## src/rtl/fetch_dual_pkg.sv

```systemverilog
// Shared definitions for the dual-issue fetch stage: default widths, bubble word
// and the 2-bit branch counter encoding with its saturating update.
package fetch_dual_pkg;

  localparam int          PC_W_DEF      = 13;
  localparam int          BTB_IDX_W_DEF = 4;
  localparam logic [31:0] NOP           = 32'd0;

  typedef enum logic [1:0] {
    CTR_SNT = 2'b00,
    CTR_WNT = 2'b01,
    CTR_WT  = 2'b10,
    CTR_ST  = 2'b11
  } ctr_e;

  function automatic logic ctr_taken(input ctr_e c);
    return (c == CTR_WT) || (c == CTR_ST);
  endfunction

  function automatic ctr_e ctr_next(input ctr_e c, input logic taken);
    ctr_e n;
    n = c;
    case (c)
      CTR_SNT: n = taken ? CTR_WNT : CTR_SNT;
      CTR_WNT: n = taken ? CTR_WT  : CTR_SNT;
      CTR_WT:  n = taken ? CTR_ST  : CTR_WNT;
      CTR_ST:  n = taken ? CTR_ST  : CTR_WT;
      default: n = c;
    endcase
    return n;
  endfunction

endpackage

```

## src/rtl/fetch_dual_btb.sv

```systemverilog
// Direct-mapped BTB: two combinational lookup ports, one update port written at the edge.
// Lookups always see pre-edge contents; updates are never blocked, only RST suppresses them.
module fetch_dual_btb
  import fetch_dual_pkg::*;
#(
  parameter int PC_W      = PC_W_DEF,
  parameter int BTB_IDX_W = BTB_IDX_W_DEF
) (
  input  logic            CLK,
  input  logic            RST,
  input  logic [PC_W-3:0] i_rd_wa1,
  input  logic [PC_W-3:0] i_rd_wa2,
  output logic            o_hit1,
  output logic            o_hit2,
  output logic [PC_W-1:0] o_tgt1,
  output logic [PC_W-1:0] o_tgt2,
  input  logic            i_upd_en,
  input  logic [PC_W-3:0] i_upd_wa,
  input  logic [PC_W-1:0] i_upd_tgt,
  input  logic            i_upd_taken
);

  localparam int N     = 1 << BTB_IDX_W;
  localparam int TAG_W = PC_W - 2 - BTB_IDX_W;

  logic             r_vld [N];
  logic [TAG_W-1:0] r_tag [N];
  logic [PC_W-1:0]  r_tgt [N];
  ctr_e             r_ctr [N];

  logic [BTB_IDX_W-1:0] w_idx1, w_idx2, w_uidx;
  logic [TAG_W-1:0]     w_tag1, w_tag2, w_utag;
  logic                 w_uhit;

  assign w_idx1 = i_rd_wa1[BTB_IDX_W-1:0];
  assign w_idx2 = i_rd_wa2[BTB_IDX_W-1:0];
  assign w_uidx = i_upd_wa[BTB_IDX_W-1:0];
  assign w_tag1 = i_rd_wa1[PC_W-3:BTB_IDX_W];
  assign w_tag2 = i_rd_wa2[PC_W-3:BTB_IDX_W];
  assign w_utag = i_upd_wa[PC_W-3:BTB_IDX_W];

  assign o_hit1 = r_vld[w_idx1] && (r_tag[w_idx1] == w_tag1) && ctr_taken(r_ctr[w_idx1]);
  assign o_hit2 = r_vld[w_idx2] && (r_tag[w_idx2] == w_tag2) && ctr_taken(r_ctr[w_idx2]);
  assign o_tgt1 = r_tgt[w_idx1];
  assign o_tgt2 = r_tgt[w_idx2];

  assign w_uhit = r_vld[w_uidx] && (r_tag[w_uidx] == w_utag);

  // A not-taken miss leaves the entry untouched; a taken miss allocates weakly-taken.
  always_ff @(posedge CLK) begin
    if (RST) begin
      for (int i = 0; i < N; i++) begin
        r_vld[i] <= 1'b0;
        r_ctr[i] <= CTR_SNT;
      end
    end else if (i_upd_en) begin
      if (w_uhit) begin
        r_ctr[w_uidx] <= ctr_next(r_ctr[w_uidx], i_upd_taken);
      end else if (i_upd_taken) begin
        r_vld[w_uidx] <= 1'b1;
        r_ctr[w_uidx] <= CTR_WT;
      end
    end
  end

  always_ff @(posedge CLK) begin
    if (!RST && i_upd_en && i_upd_taken) begin
      r_tag[w_uidx] <= w_utag;
      r_tgt[w_uidx] <= i_upd_tgt;
    end
  end

endmodule

```

## src/rtl/fetch_dual.sv

```systemverilog
// Dual-issue fetch: PC register, BTB prediction and next-PC selection; outputs are 0-cycle.
// No handshake: stall freezes PC and dep_q, E redirect overrides stall, D redirect does not.
module fetch_dual
  import fetch_dual_pkg::*;
#(
  parameter int              PC_W      = PC_W_DEF,
  parameter logic [PC_W-1:0] RESET_PC  = '0,
  parameter int              BTB_IDX_W = BTB_IDX_W_DEF
) (
  input  logic            CLK,
  input  logic            RST,
  output logic [PC_W-1:0] imem_addr1,
  output logic [PC_W-1:0] imem_addr2,
  input  logic [31:0]     imem_rdata1,
  input  logic [31:0]     imem_rdata2,
  output logic [PC_W-1:0] pc1_out,
  output logic [PC_W-1:0] pc2_out,
  output logic [31:0]     inst1_out,
  output logic [31:0]     inst2_out,
  output logic            hit_predict1,
  output logic            hit_predict2,
  input  logic            is_depend,
  input  logic            stall,
  input  logic            fail_predictD,
  input  logic [PC_W-1:0] target_D,
  input  logic            fail_predictE,
  input  logic [PC_W-1:0] target_E,
  input  logic            bu_en,
  input  logic [PC_W-1:0] bu_pc,
  input  logic [PC_W-1:0] bu_target,
  input  logic            bu_taken
);

  localparam logic [PC_W-1:0] PC_STEP1 = PC_W'(4);
  localparam logic [PC_W-1:0] PC_STEP2 = PC_W'(8);

  logic [PC_W-1:0] r_pc;
  logic            r_dep;

  logic [PC_W-1:0] w_pc2, w_pc_nxt, w_tgt1, w_tgt2;
  logic            w_hit1, w_hit2, w_redirect;
  logic            w_unused_bu_lsb;

  assign w_pc2           = r_pc + PC_STEP1;
  assign w_redirect      = fail_predictE | (fail_predictD & ~stall);
  assign w_unused_bu_lsb = ^bu_pc[1:0];

  fetch_dual_btb #(
    .PC_W      (PC_W),
    .BTB_IDX_W (BTB_IDX_W)
  ) u_btb (
    .CLK         (CLK),
    .RST         (RST),
    .i_rd_wa1    (r_pc[PC_W-1:2]),
    .i_rd_wa2    (w_pc2[PC_W-1:2]),
    .o_hit1      (w_hit1),
    .o_hit2      (w_hit2),
    .o_tgt1      (w_tgt1),
    .o_tgt2      (w_tgt2),
    .i_upd_en    (bu_en),
    .i_upd_wa    (bu_pc[PC_W-1:2]),
    .i_upd_tgt   (bu_target),
    .i_upd_taken (bu_taken)
  );

  assign imem_addr1   = r_pc;
  assign imem_addr2   = w_pc2;
  assign pc1_out      = r_pc;
  assign pc2_out      = w_pc2;
  assign inst1_out    = imem_rdata1;
  assign inst2_out    = w_hit1 ? NOP : imem_rdata2;
  assign hit_predict1 = w_hit1;
  assign hit_predict2 = w_hit2 & ~w_hit1;

  // When the check stage held slot 2 back, refetch it and disregard its prediction.
  always_comb begin
    w_pc_nxt = r_pc + PC_STEP2;
    if (fail_predictE)                w_pc_nxt = target_E;
    else if (fail_predictD && !stall) w_pc_nxt = target_D;
    else if (stall)                   w_pc_nxt = r_pc;
    else if (w_hit1)                  w_pc_nxt = w_tgt1;
    else if (r_dep)                   w_pc_nxt = w_pc2;
    else if (w_hit2)                  w_pc_nxt = w_tgt2;
  end

  always_ff @(posedge CLK) begin
    if (RST) begin
      r_pc  <= RESET_PC;
      r_dep <= 1'b0;
    end else begin
      r_pc <= w_pc_nxt;
      if (w_redirect)  r_dep <= 1'b0;
      else if (!stall) r_dep <= is_depend;
    end
  end

endmodule
```

## config.mk

```make
export PLATFORM = sky130hd
export DESIGN_NAME = fetch_dual
export DESIGN_NICKNAME = d
export VERILOG_FILES = /design/src/rtl/fetch_dual_pkg.sv /design/src/rtl/fetch_dual_btb.sv /design/src/rtl/fetch_dual.sv
export SDC_FILE = /design/constraint.sdc
export NUM_CORES = 1
export LEC_CHECK = 0
export CAP_MARGIN = 20
export CORE_MARGIN = 5
export CORE_UTILIZATION = 35
export CTS_CLUSTER_DIAMETER = 100
export CTS_CLUSTER_SIZE = 40
export DETAILED_ROUTE_END_ITERATION = 10
export PLACE_DENSITY = 0.55
export SLEW_MARGIN = 0
export SYNTH_ARGS = -nofsm -noshare
export SYNTH_HDL_FRONTEND = slang
export SYNTH_SLANG_ARGS = --single-unit
```

## constraint.sdc

```tcl
create_clock -name CLK -period 4.05 [get_ports CLK]
set_input_delay 0.405 -clock CLK [delete_from_list [all_inputs] [get_ports CLK]]
set_output_delay 0.405 -clock CLK [all_outputs]
set_load 0.01 [all_outputs]
```

==> results of run 1 <==
-- placed cells by master (no fill, tap or decap), types with 10 or more instances in the layout --
cell type        instances
edfxtp_1               352
mux4_2                 224
clkdlybuf4s50_1        138
buf_4                   97
nor2_1                  76
nand2_1                 60
and2_1                  36
inv_1                   29
mux2i_1                 29
dfxtp_1                 29
dlygate4sd2_1           24
nand3_1                 23
nand2b_1                20
or2_2                   20
o22ai_1                 20
xnor2_1                 15
clkbuf_16               15
nor3_1                  14
mux2_2                  14
nor2_2                  14
nand4_1                 13
o211ai_1                13
xor2_1                  12
o21ai_0                 12
a21oi_1                 12
buf_2                   11
buf_12                  11
a211oi_1                10
-- state kept, by name, indices dropped and copies added (netlist names), named ones only --
| register | flops |
|---|---|
| imem_addr1 | 13 |
| u_btb.r_ctr | 32 |
| u_btb.r_tgt | 208 |
| u_btb.r_vld | 16 |
| r_dep | 1 |
| u_btb.r_tag | 112 |
-- critical path: stages, from the launching register on --
cell and delay (ps):
dfxtp_4 390, ha_4 250, or4bb_1 460, and4_1 160, mux4_2 510, a211oi_4 230, and4_1 260, or3b_4 410
nor3_4 270, buf_2 200
-- area by class of cell --
| cell class | count | share of cell area (%) |
|---|---|---|
| Clock inverter | 7 | 0.4445 |
| Tap cell | 782 | 3.996 |
| Antenna cell | 2 | 0.02044 |
| Timing Repair Buffer | 288 | 11.05 |
| Multi-Input combinational cell | 778 | 36.26 |
| Sequential cell | 386 | 46.02 |
| Clock buffer | 19 | 1.676 |
| Inverter | 34 | 0.5314 |
-- per-layer routing --
layer | global-route usage [%] | vias to the layer above | wire, µm
met5 | 0 | - | 13
li1 | - | 5722 | -
met4 | 5.247 | 2 | 1919
met2 | 34.72 | 679 | 33870
met1 | 27.38 | 7235 | 27960
met3 | 3.305 | 108 | 5351
-- synthesized netlist by cell type, drive strengths merged (13+ instances only) --
| master | instances | share of area, % |
|---|---|---|
| edfxtp | 352 | 50 |
| mux4 | 230 | 25 |
| buf | 105 | 3.3 |
| nor2 | 92 | 1.6 |
| clkbuf | 60 | 1.7 |
| nand2 | 60 | 1.1 |
| and2 | 36 | 1.1 |
| dfxtp | 34 | 3.2 |
| inv | 32 | 0.58 |
| mux2i | 30 | 1.4 |
| nand3 | 24 | 0.57 |
| nand2b | 20 | 0.59 |
| o22ai | 20 | 0.59 |
| or2 | 20 | 0.59 |
| xnor2 | 17 | 0.74 |
| nor3 | 16 | 0.38 |
| mux2 | 14 | 0.74 |
| nand4 | 13 | 0.38 |
| o211ai | 13 | 0.46 |
-- timing repair --
item / in CTS / in global routing
hold endpoints to repair: 0 / 0
setup buffers: 6 / 8
setup endpoints to repair: 34 / 31
pin swaps: 8 / 8
gates resized for setup: 86 / 9
cloned: 1 / 0
-- metrics by stage --
step | area [µm²] | utilization, % | TNS, ps | setup WS (ps) | hold slack, ps
after global placement | 23760 | 39.51 | -421.8 | -421.8 | 474.5
after floorplan | 21160 | - | 0 | 235.1 | 462.3
final | 24490 | 40.72 | -20.89 | -20.89 | 498.4
after detailed placement | 23760 | 39.51 | -373.8 | -373.8 | 476.9
after CTS | 24390 | 40.56 | -180.7 | -180.7 | 496.7
after global routing | 24480 | 40.71 | -133.0 | -126.0 | 514.3
-- worst paths after layout --
kind / from / endpoint / slack (ps) / cells after the start
worst max-delay path: imem_addr1[3]$_SDFFE_PP0N_ / hit_predict2 / -20 / 9
worst min-delay path: u_btb.r_vld[3]$_DFF_P_ / u_btb.r_vld[3]$_DFF_P_ / 500 / 2
worst max register to register: imem_addr1[3]$_SDFFE_PP0N_ / imem_addr1[7]$_SDFFE_PP0N_ / 230 / 11
worst min register to register: u_btb.r_vld[3]$_DFF_P_ / u_btb.r_vld[3]$_DFF_P_ / 500 / 2
-- logic make-up (layout without fill, tap and decap cells) --
family / Yosys count / after routing / synth area share, %
compound gates: 134 / 134 / 4.706
xor+xnor: 29 / 29 / 1.236
fa+ha+maj: 3 / 3 / 0.1655
buf+inv: 199 / 348 / 5.593
flops: 386 / 386 / 53.16
mux: 274 / 274 / 26.78
other cells: 0 / 2 / 0
simple gates: 338 / 338 / 8.354
-- power groups by stage --
stage / Clock [W] / Combinational (W) / Sequential, W
after floorplan: 0 / 0.00117 / 0.00451
final: 0.00209 / 0.00190 / 0.00445
after detailed placement: 0 / 0.00185 / 0.00454
after global placement: 0 / 0.00184 / 0.00453
after global routing: 0.00228 / 0.00200 / 0.00445
after CTS: 0.00216 / 0.00187 / 0.00445
==> flow_metrics.py, run 1 <==
metrics = {
    "clocking": {
        "cts_tree": "done",
        "clk_latency_ps": 550,
        "hold_buffers": 0,
        "root_buffer": "clkbuf_16",
        "clock-sinks": 386,
        "htreeDepth": 1,
        "cts-buffers-inserted": 15,
        "clk_path_buf_depth": 3,
        "clk_pin_slew_ps": 140,
    },
    "die": {
        "die-area_um2": 65480,
        "io_pins": 242,
        "start_util_pct": 35.19,
        "coreArea_um2": 60130,
        "rows": 90,
        "die_h_um": 255.9,
        "die_width_um": 255.9,
    },
    "power": {
        "ir_worst_vdd_mv": 0.3247,
        "comb_power_share_pct": 22.5,
        "power.leakage_nw": 7.680,
        "powerDensity_nw_per_um2": 344.5,
        "p_int_w": 0.006104,
        "switching_share_pct": 27.64,
        "p_switching_w": 0.002331,
        "power_w": 0.008435,
        "power.share.clock_pct": 24.8,
        "pwr-share-seq_pct": 52.7,
    },
    "routing": {
        "wl_per_cell_um": 30.10,
        "wl_um": 69110,
        "vias_per_cell": 5.987,
        "firstDrtPassIters": 8,
        "drtIter0Drc": 1475,
        "drc_errors": 0,
        "drtAntennaViolNets": 0,
        "num_vias": 13750,
    },
    "grt": {
        "grt_pass1_wl_um": 98950,
        "grt_max_degree": 53,
        "first_global_vias": 13750,
        "antenna_found_initial": 5,
        "grt_usage_pct": 20.35,
        "globalRouteOverflowTotal": 0,
    },
    "synth": {
        "syn_area_per_cell_um2": 15.53,
        "synthArstFlopShare_pct": 0,
        "ys_ff_latch": 386,
        "ys.warnings.count": 0,
        "synth_edf_count": 352,
        "syn_area_um2": 21160,
        "synthFlopType": "edfxtp_1",
        "synth_nets": 1489,
        "postSynthCellCount": 1363,
        "synth.distinct_cells": 82,
        "yosysSeqAreaShare_pct": 53.16,
    },
    "place": {
        "place.gp.congestion": 0.8775,
        "portBuffers": 175,
        "dpl.cell_count": 2254,
        "dp_hpwl_um": 45240,
    },
    "setup_path": {
        "crit_path_end_kind": "output pin",
        "critPathMaxFanout": 4,
        "cp_data_required_time_ps": 3640,
        "critical_path_class": "flop to output pin",
        "arrival_ps": 3670,
        "startpoint_type": "flop",
    },
    "timing": {
        "worst_pin_slew_ps": 884.7,
        "rsz0062_at_grt": "yes",
        "drv_slew": 0,
        "maxSlewHeadroom_pct": 41.02,
        "clock_skew_ps": 41.92,
        "setup_viol": 1,
        "worst_slack_ps": -20.89,
        "hold_viol": 0,
        "timing.final.crit_share_pct": 100.5,
        "fmax_mhz": 245.6,
        "fin_crit_ps": 4071,
    },
    "run_status": {
        "status": "complete, but fails checks",
        "violations": "setup timing",
    },
    "cells_and_area": {
        "final-seq-area_um2": 11270,
        "fill_cells": 5460,
        "final_nets": 1629,
        "multi_input_area_um2": 8879,
        "fin_cells": 2296,
        "layout-area-overhead-vs-synth_pct": 15.71,
        "drive_above_1_share_pct": 30.29,
    },
    "flow_run": {
        "drv_cap": 0,
    },
    "hold_path": {
        "worstHoldPathType": "flop to flop",
    },
}
Power figures use the tool's default switching activity.
==> run 2, diff against run 1 <==
Settings changed: CELL_PAD_IN_SITES_DETAIL_PLACEMENT set to 0, CELL_PAD_IN_SITES_GLOBAL_PLACEMENT set to 1, PLACE_DENSITY 0.55 to 0.63.
==> run 2 against run 1 <==
Against the previous run: the run still ends with setup timing left; count of clock-buffer cells in the layout shrank 2; critical path depth is the same; combinational power is essentially flat; clock power grew 7%; cell area grew 0.23%; non-clock buffer count grew 21; die area is the same; cell count grew 0.87%; critical path type unchanged; largest power group unchanged.
==> flow_metrics.py, run 2 (synthesis gave the netlist of run 1 again) <==
metrics = {
    "grt": {
        "grt_max_degree": 53,
        "antenna_found_initial": 4,
        "first_global_vias": 13960,
        "use_met1_pct": 28.44,
        "grtUsageMet3_pct": 2.920,
        "grt_usage_pct": 20.67,
        "grt_pass1_wl_um": 100500,
        "globalRouteOverflowTotal": 0,
        "grt_busiest_layer": "met2",
        "grtUsageMet2_pct": 35.43,
    },
    "die": {
        "die_width_um": 255.9,
        "coreArea_um2": 60130,
        "io_pins": 242,
        "start_util_pct": 35.19,
        "rows": 90,
        "die_h_um": 255.9,
        "die-area_um2": 65480,
    },
    "routing": {
        "vias_per_cell": 6.001,
        "wl_per_cell_um": 30.42,
        "drtAntennaViolNets": 0,
        "drc_errors": 0,
        "drtIter0Drc": 1470,
        "firstDrtPassIters": 5,
        "wl_um": 70440,
        "num_vias": 13900,
    },
    "timing": {
        "maxSlewHeadroom_pct": 37.09,
        "fmax_mhz": 244.9,
        "worst_pin_slew_ps": 941.7,
        "drv_slew": 0,
        "worst_slack_ps": -32.60,
        "setup_viol": 1,
        "fin_crit_ps": 4083,
        "hold_viol": 0,
        "clock_skew_ps": 48.07,
        "timing.final.crit_share_pct": 100.8,
        "rsz0062_at_grt": "yes",
    },
    "power": {
        "powerDensity_nw_per_um2": 349.4,
        "ir_worst_vdd_mv": 0.2214,
        "power.leakage_nw": 7.771,
        "power_w": 0.008576,
    },
    "setup_path": {
        "critical_path_class": "flop to output pin",
        "crit_buf_inv": 1,
        "crit_path_frequent_cell": "and4_1",
        "cp_num_cells": 9,
        "reg2regPathDepth": 14,
        "startpoint": "imem_addr1[2]$_SDFFE_PP0N_",
        "cp_slowest_cell": "mux4_2",
        "path_cells": "ha_4 > or4bb_1 > and4_1 > mux4_2 > a211oi_4 > and4_1 > or3b_4 > nor3_4 > buf_2",
        "startpoint_type": "flop",
        "rr_startpoint": "imem_addr1[2]$_SDFFE_PP0N_",
        "arrival_ps": 3680,
        "critPathMaxFanout": 6,
        "critical-path-top-delay-family": "simple AND/OR/NAND/NOR gates",
        "crit_path_end_kind": "output pin",
        "cpPeakStageDelay_ps": 500,
        "cp_data_required_time_ps": 3640,
    },
    "cells_and_area": {
        "post-route-util_pct": 40.82,
        "biggestRegsByFlops": "u_btb.r_tgt x208, u_btb.r_tag x112, u_btb.r_ctr x32",
        "fin_cells": 2316,
        "finalInstanceArea_um2": 24540,
        "multi_input_area_um2": 8848,
        "final-seq-area_um2": 11270,
        "drive_above_1_share_pct": 33.07,
        "layout-area-overhead-vs-synth_pct": 15.97,
        "largest_reg_flops": 208,
        "regMostFlops": "u_btb.r_tgt",
        "final_nets": 1651,
        "most-common-layout-cells": "352 x edfxtp_1, 224 x mux4_2, 138 x clkdlybuf4s50_1, 119 x buf_4, 76 x nor2_1",
        "fill_cells": 5466,
        "layout_commonest_cell": "edfxtp_1",
    },
    "flow_run": {
        "drv_cap": 0,
    },
    "hold_path": {
        "hold_depth": 3,
        "hold_start": "RST",
        "worstHoldPathType": "input pin to flop",
    },
    "clocking": {
        "clock-sinks": 386,
        "cts_tree": "done",
        "clk_pin_slew_ps": 140,
        "root_buffer": "clkbuf_16",
        "clk_path_buf_depth": 3,
        "hold_buffers": 0,
        "htreeDepth": 1,
        "cts-buffers-inserted": 16,
        "clk_latency_ps": 570,
    },
    "place": {
        "portBuffers": 175,
        "placed_area_um2": 23840,
        "dp_hpwl_um": 48190,
        "place.gp.congestion": 0.8543,
        "dpl.cell_count": 2269,
    },
    "run_status": {
        "violations": "setup timing",
        "status": "complete, but fails checks",
    },
}
[run 2: cell count changes in the layout (fill, tap and decap cells not counted), sizes merged]
cell and delta:
clkinvlp +1, clkbuf +31, clkdlybuf4s15 -1, inv -1
dlymetal6s2s +1, diode -1, buf +12, clkinv +2
dlygate4sd2 -24
[run 2: final timing paths]
kind,endpoint,slack [ps]
max,hit_predict2,-30
min,u_btb.r_vld[8]$_DFF_P_,480
max reg2reg,imem_addr1[1]$_SDFFE_PP0P_,230
min reg2reg,u_btb.r_vld[2]$_DFF_P_,500
[run 2: metrics by stage]
step / hold WS, ps / worst slack, ps / setup TNS [ps]
global route: 487.2 / -191.9 / -191.9
detailed placement: 482.4 / -400.9 / -400.9
global placement: 470.1 / -465.6 / -465.6
CTS: 467.2 / -162.5 / -323.8
finish: 477.7 / -32.60 / -32.60
floorplan: 462.3 / 235.1 / 0
[run 2: cell type report]
| cell class | instances | area share (%) |
|---|---|---|
| antenna | 1 | 0.01020 |
| clock buffer | 17 | 1.733 |
| clock inverter | 9 | 0.6270 |
| inverter | 34 | 0.5455 |
| multi-input combinational | 778 | 36.05 |
| sequential | 386 | 45.91 |
| tap | 782 | 3.987 |
| timing repair buffer | 309 | 11.13 |
[run 2: worst reg2reg max path, delay by kind of cell, from the launching register on]
family | cells | cell delay [ps]
AOI/OAI and AO/OA | 4 | 720
adders and majority gates | 1 | 340
buffers and inverters | 4 | 720
DFF | 1 | 370
muxes | 2 | 790
and+or+nand+nor | 3 | 840
[run 2: power by group]
part,internal [W],total [W],leakage (nW),switching (W)
Combinational,0.000910,0.00190,4.01,0.000993
Sequential,0.00439,0.00445,3.49,0.0000547
Clock,0.000846,0.00223,0.272,0.00138
[run 2: repair_timing]
item                       in CTS  in global routing
gates cloned                    0                  1
buffers inserted                7                 13
setup endpoints to repair      34                 36
pin swaps                       7                  9
gates resized for setup        52                 73
[run 2: layer usage]
metal	share of wire [%]	wire length [µm]
met5	0.028	20
met4	2.1	1494
met1	41	28710
met2	50	34890
met3	7.6	5331
